**config.mk**
```make
export PLATFORM = sky130hd
export DESIGN_NAME = hazard_fwd_ctrl
export DESIGN_NICKNAME = d
export VERILOG_FILES = /design/src/rtl/hazard_pkg.sv /design/src/rtl/dst_track_pipe.sv /design/src/rtl/hazard_fwd_ctrl.sv
export SDC_FILE = /design/constraint.sdc
export NUM_CORES = 1
export LEC_CHECK = 0
export BUFFER_PORTS_ARGS = -buffer_cell sky130_fd_sc_hd__buf_2
export CAP_MARGIN = 30
export CORE_ASPECT_RATIO = 0.8
export CORE_MARGIN = 1.5
export CORE_UTILIZATION = 51
export DETAILED_ROUTE_END_ITERATION = 6
export GPL_TIMING_DRIVEN = 0
export PLACE_DENSITY_LB_ADDON = 0.12
export REMOVE_ABC_BUFFERS = 1
export SLEW_MARGIN = 10
export SYNTH_ARGS = -nofsm -noshare
export SYNTH_HDL_FRONTEND = slang
export SYNTH_SLANG_ARGS = --single-unit
export TNS_END_PERCENT = 50
```
**constraint.sdc**
```tcl
create_clock -name clk -period 4.9 [get_ports clk]
set_clock_uncertainty 0.05 [all_clocks]
set_input_delay 0.735 -clock clk [delete_from_list [all_inputs] [get_ports clk]]
set_output_delay 0.735 -clock clk [all_outputs]
set_load 0.02 [all_outputs]
```
**src/rtl/hazard_pkg.sv**
```systemverilog
// Shared definitions for the pipeline hazard / forwarding controller.
// Holds the forward-select encoding, register index width, the destination
// scoreboard entry layout, the control FSM state type and a small hit helper.
package hazard_pkg;

  localparam int unsigned REG_ADDR_W = 5;
  localparam int unsigned SEL_W      = 2;

  // ALU operand mux select; 2'b11 is unused and never driven
  localparam logic [SEL_W-1:0] FWD_NONE  = 2'b00;
  localparam logic [SEL_W-1:0] FWD_EXMEM = 2'b01;
  localparam logic [SEL_W-1:0] FWD_MEMWB = 2'b10;

  typedef struct packed {
    logic                  valid;
    logic [REG_ADDR_W-1:0] dst;
    logic                  reg_write;
    logic                  mem_read;
  } sb_entry_t;

  typedef enum logic {StRun, StBubble} ctrl_state_e;

  // True when the entry will write register r; $0 never counts as a write
  function automatic logic entry_writes(input sb_entry_t e, input logic [REG_ADDR_W-1:0] r);
    return e.valid & e.reg_write & (e.dst == r) & (r != '0);
  endfunction

endpackage

```
**src/rtl/dst_track_pipe.sv**
```systemverilog
// Destination-register scoreboard: three-deep EX/MEM/WB shift pipe.
// Ports:
//   clk, rst_n   clock, asynchronous active-low reset
//   id_entry_i   entry describing the instruction leaving ID
//   bubble_i     load an invalid (all-zero) entry into EX instead of id_entry_i
//   ex_o, mem_o  current EX and MEM stage entries
// The WB entry is kept only for debug/assertions: the register file writes in
// the first half-cycle, so nothing forwards from it.
module dst_track_pipe
  import hazard_pkg::*;
(
  input  logic      clk,
  input  logic      rst_n,
  input  sb_entry_t id_entry_i,
  input  logic      bubble_i,
  output sb_entry_t ex_o,
  output sb_entry_t mem_o
);

  sb_entry_t ex_q, mem_q, wb_q;

  always_ff @(posedge clk or negedge rst_n) begin
    if (!rst_n) begin
      ex_q  <= '0;
      mem_q <= '0;
      wb_q  <= '0;
    end else begin
      wb_q  <= mem_q;
      mem_q <= ex_q;
      ex_q  <= bubble_i ? '0 : id_entry_i;
    end
  end

  assign ex_o  = ex_q;
  assign mem_o = mem_q;

  // Bubbles are stored as all-zero entries, so an invalid entry carries no stale fields
  a_wb_bubble_clean: assert property (@(posedge clk) disable iff (!rst_n)
    !wb_q.valid |-> (wb_q == '0));

endmodule

```
**src/rtl/hazard_fwd_ctrl.sv**
```systemverilog
// Hazard controller for the 5-stage MIPS core.
// Produces registered ALU operand forward selects, combinational stall/flush
// controls and a registered EX-bubble flag, from its own destination scoreboard.
// Ports:
//   clk, rst_n          clock, asynchronous active-low reset
//   id_*                instruction currently in ID (sources, uses, destination, kind)
//   ex_branch_taken     branch/jump resolved taken in EX
//   fwd_a_sel/fwd_b_sel operand mux selects, stable for the whole EX cycle
//   stall_if/stall_id   hold PC and IF/ID on a load-use hazard
//   flush_id            clear IF/ID on a taken branch
//   ex_bubble           EX holds an inserted bubble
module hazard_fwd_ctrl #(
  parameter int unsigned REG_ADDR_W = hazard_pkg::REG_ADDR_W,
  parameter int unsigned SEL_W      = hazard_pkg::SEL_W
) (
  input  logic                  clk,
  input  logic                  rst_n,
  input  logic                  id_valid,
  input  logic [REG_ADDR_W-1:0] id_rs,
  input  logic [REG_ADDR_W-1:0] id_rt,
  input  logic                  id_uses_rs,
  input  logic                  id_uses_rt,
  input  logic [REG_ADDR_W-1:0] id_dst,
  input  logic                  id_reg_write,
  input  logic                  id_mem_read,
  input  logic                  ex_branch_taken,
  output logic [SEL_W-1:0]      fwd_a_sel,
  output logic [SEL_W-1:0]      fwd_b_sel,
  output logic                  stall_if,
  output logic                  stall_id,
  output logic                  flush_id,
  output logic                  ex_bubble
);

  import hazard_pkg::*;

  sb_entry_t   id_entry, ex_e, mem_e;
  logic        ex_hit_rs, ex_hit_rt, mem_hit_rs, mem_hit_rt;
  logic        load_use, insert_bubble, id_advance;
  logic [SEL_W-1:0] fwd_a_d, fwd_a_q, fwd_b_d, fwd_b_q;
  ctrl_state_e state_d, state_q;

  assign id_entry = '{valid: id_valid, dst: id_dst, reg_write: id_reg_write,
                      mem_read: id_mem_read};

  dst_track_pipe u_dst_track_pipe (
    .clk        (clk),
    .rst_n      (rst_n),
    .id_entry_i (id_entry),
    .bubble_i   (insert_bubble),
    .ex_o       (ex_e),
    .mem_o      (mem_e)
  );

  assign ex_hit_rs  = id_uses_rs & entry_writes(ex_e, id_rs);
  assign ex_hit_rt  = id_uses_rt & entry_writes(ex_e, id_rt);
  assign mem_hit_rs = id_uses_rs & entry_writes(mem_e, id_rs);
  assign mem_hit_rt = id_uses_rt & entry_writes(mem_e, id_rt);

  assign load_use = id_valid & ex_e.mem_read & (ex_hit_rs | ex_hit_rt);

  // Flush wins over stall: a taken branch discards the stalled consumer anyway
  assign stall_if = load_use & ~ex_branch_taken;
  assign stall_id = load_use & ~ex_branch_taken;
  assign flush_id = ex_branch_taken;

  assign insert_bubble = load_use | ex_branch_taken | ~id_valid;
  assign id_advance    = id_valid & ~load_use & ~ex_branch_taken;

  always_comb begin
    fwd_a_d = FWD_NONE;
    fwd_b_d = FWD_NONE;
    state_d = state_q;

    // Selects are captured as the consumer moves into EX: a producer now in EX
    // will be in EX/MEM then, one now in MEM will be in MEM/WB. Newer wins.
    if (id_advance) begin
      if (ex_hit_rs)       fwd_a_d = FWD_EXMEM;
      else if (mem_hit_rs) fwd_a_d = FWD_MEMWB;
      if (ex_hit_rt)       fwd_b_d = FWD_EXMEM;
      else if (mem_hit_rt) fwd_b_d = FWD_MEMWB;
    end

    unique case (state_q)
      StRun:    if (load_use | ex_branch_taken) state_d = StBubble;
      StBubble: state_d = (load_use | ex_branch_taken) ? StBubble : StRun;
      default:  state_d = StRun;
    endcase
  end

  always_ff @(posedge clk or negedge rst_n) begin
    if (!rst_n) begin
      fwd_a_q <= FWD_NONE;
      fwd_b_q <= FWD_NONE;
      state_q <= StRun;
    end else begin
      fwd_a_q <= fwd_a_d;
      fwd_b_q <= fwd_b_d;
      state_q <= state_d;
    end
  end

  assign fwd_a_sel = fwd_a_q;
  assign fwd_b_sel = fwd_b_q;
  assign ex_bubble = (state_q == StBubble);

  a_fwd_a_legal: assert property (@(posedge clk) disable iff (!rst_n) fwd_a_q != 2'b11);
  a_fwd_b_legal: assert property (@(posedge clk) disable iff (!rst_n) fwd_b_q != 2'b11);
  a_mem_bubble_clean: assert property (@(posedge clk) disable iff (!rst_n)
    !mem_e.valid |-> (mem_e == '0));

endmodule
```
==> run summary <==
Critical Path AT = 2.42 ns
Hold-fix buffers at CTS = 0
Worst path cell trace = buf_2 > or4_1 > o21ai_0 > nor4_1 > o21a_1 > and2_1 > buf_2
DRT iter0 DRCs = 13
Horizontal extent of the die = 50.28 um
Portion of the clock cycle consumed by the worst path in the final layout = 65.43%
Top cells by count, synth = sky130_fd_sc_hd__dfrtp_1 (20), sky130_fd_sc_hd__xnor2_1 (16), sky130_fd_sc_hd__nand2_1 (8), sky130_fd_sc_hd__nor2_1 (8), sky130_fd_sc_hd__nand4_1 (5)
Setup total negative slack = 0 ns
Power Density = 308.5 nW/um2
Buffers and inverters on the worst path = 2
Die Y-Extent = 40.83 um
Endpoints failing setup = 0
Share of post-route cells with drive strength above 1 = 30.97%
Row count = 13
Via-per-instance ratio = 5.119
Placeable core region = 1659 um2
Endpoint required time on the critical path = 4.12 ns
Final ANT Viol Nets = 0
Leakage power = 0.5403 nW
Post-synthesis instance area = 912.1 um2
Register bit total from synthesis = 20
Clock Sinks = 20
Ant. Diodes = 0
Slowest cell on the critical path = sky130_fd_sc_hd__or4_1
CTS buffer count = 3
GPL Wtd Cong = 0.8767
Total iterations of the first detailed-routing run = 4
Total Power Consumption = 0.3451 mW
Max Buffers Root-to-Sink = 2
Detailed Route WL = 1.841 mm
Path category of the worst min-delay check = input pin to asynchronous set/reset pin
Synth top area share = 54.87%
Dominant cell by count in the synthesized netlist = sky130_fd_sc_hd__dfrtp_1
Slew HR = 57.35%
TritonCTS clock tree = done
DR DRC count = 0
Max capacitance violation total = 0
Crit end category = output pin
Area leader, netlist = sky130_fd_sc_hd__dfrtp_1
Grt ovf = 0
Largest net degree at the start of global routing = 21
Global-route wire length before repair = 3.029 mm
Worst-case vdd ir drop = 0.2365 mV
Number of buffers inserted by post-CTS setup repair = 0
Proportion of synthesized chip area in sequential cells = 54.87%
IO Port Bufs = 30
Post-detailed-route wirelength per cell = 13.64 um
Number of levels the H-tree was split into = 1
Vias in the first global route = 652
Number of enable-type register cells in the synthesized netlist = 0
Critical path's top delay family = simple AND/OR/NAND/NOR gates
Post-layout nets = 137
Avg Cell Area, Syn = 10.99 um2
Number of hold violations in the final report = 0
Post-cts sizing count = 0
CP Class = input pin to output pin
Vias after detailed routing = 691
Maximum fanout along the worst path = 10
Fraction of registers with async set or reset after synthesis = 100.0%
CP most frequent cell = sky130_fd_sc_hd__buf_2
Pins Over Slew Limit = 0
Period minus WS final = 3.206 ns
Effective utilization at floorplan = 54.98%
Result of the run = complete, no violations
Global-route usage over all layers = 21.09%
Clock network latency to the later pin of the worst-skew pair = 0.30 ns
Cell count after synthesis = 83
Unrepaired setup endpoints after global routing = false
Predominant post-synthesis flop cell = sky130_fd_sc_hd__dfrtp_1
Highest clock rate = 311.9 MHz
Clk Tree Root Cell = sky130_fd_sc_hd__clkbuf_4
Launching element type of the critical path = input pin
Antenna violations before repair = 0
Clock transition time at the flip-flop clock pins of the worst setup and hold paths = 0.11 ns
Die area = 2053 um2
Transition at the pin with the smallest max-transition slack = 0.6384 ns
Crit-path max cell delay = 0.51 ns
Warnings from Yosys = 0
Number of ports placed on the die boundary = 31
Number of distinct library cells after synthesis = 22
Area added between synthesis and finish = 22.63%
Biggest area contributors in the synthesized netlist = sky130_fd_sc_hd__dfrtp_1 (55%), sky130_fd_sc_hd__xnor2_1 (15%), sky130_fd_sc_hd__xor2_1 (3.8%)
registers in the layout, summed over array words and instances (netlist names):
signal / count
fwd_a_sel: 2
ex_bubble: 1
u_dst_track_pipe.mem_o: 7
u_dst_track_pipe.ex_o: 8
fwd_b_sel: 2
cell usage in the layout (no fill, tap or decap), types with 2 or more instances in the layout:
| cell | netlist | layout |
|---|---|---|
| sky130_fd_sc_hd__nand2_1 | 8 | 8 |
| sky130_fd_sc_hd__clkbuf_4 | 0 | 3 |
| sky130_fd_sc_hd__nand4_1 | 5 | 5 |
| sky130_fd_sc_hd__xor2_1 | 4 | 4 |
| sky130_fd_sc_hd__nor2_1 | 8 | 8 |
| sky130_fd_sc_hd__nor4_1 | 3 | 3 |
| sky130_fd_sc_hd__nor3b_1 | 2 | 2 |
| sky130_fd_sc_hd__dfrtp_1 | 20 | 20 |
| sky130_fd_sc_hd__or4_1 | 3 | 3 |
| sky130_fd_sc_hd__buf_2 | 1 | 30 |
| sky130_fd_sc_hd__xnor2_1 | 16 | 16 |
per-stage QoR:
stage / util [%] / area [um2] / setup WS, ns / hold slack (ns) / std cells
final: 67.42 / 1119 / 1.694 / 0.3027 / 135
after global routing: 67.42 / 1119 / 1.532 / 0.3202 / 135
after CTS: 67.42 / 1119 / 1.699 / 0.3130 / 135
after detailed placement: 64.25 / 1066 / 1.725 / 0.3215 / 131
after global placement: 64.25 / 1066 / 1.719 / 0.3072 / 131
after floorplan: - / 888.4 / 2.005 / 0.3035 / 79
cell families after synthesis:
group / Yosys count / share of synthesized area (%)
buf+inv: 4 / 2.605
compound gates: 6 / 4.527
xor+xnor: 20 / 19.20
flops: 20 / 54.87
simple gates: 33 / 18.79
where the power goes:
part	internal, mW	switching (mW)
registers	0.170	0.00488
clock network	0.0827	0.0500
logic	0.0180	0.0192
total	0.271	0.0741
path summary, 6_finish.rpt:
path	start	slack [ns]	depth (start not counted)	endpoint
max in group asynchronous	rst_n	4.19	1	fwd_a_sel[1]
min in group clk	u_dst_track_pipe.ex_o[1]	0.36	0	u_dst_track_pipe.mem_o[1]
min reg2reg	u_dst_track_pipe.ex_o[1]	0.36	0	u_dst_track_pipe.mem_o[1]
max	id_rt[1]	1.69	7	stall_if
max reg2reg	u_dst_track_pipe.ex_o[6]	2.99	5	ex_bubble
min	rst_n	0.30	1	u_dst_track_pipe.ex_o[6]
layout make-up:
cell class	count	area (um2)
clock buffer	3	22.52
clock inverter	1	30.03
timing repair buffer	30	150.1
tap	22	27.53
fill	151	540.5
sequential	20	500.5
multi-input combinational	59	387.9
routing by layer:
| metal | vias up | GRT usage [%] | wire [um] |
|---|---|---|---|
| met5 | - | 0 | 0 |
| met4 | 0 | 4.861 | 25 |
| met3 | 4 | 6.204 | 97 |
| met2 | 28 | 38.16 | 893 |
| met1 | 317 | 25.69 | 824 |
| li1 | 342 | - | - |
(Power assumes the default switching activity.)
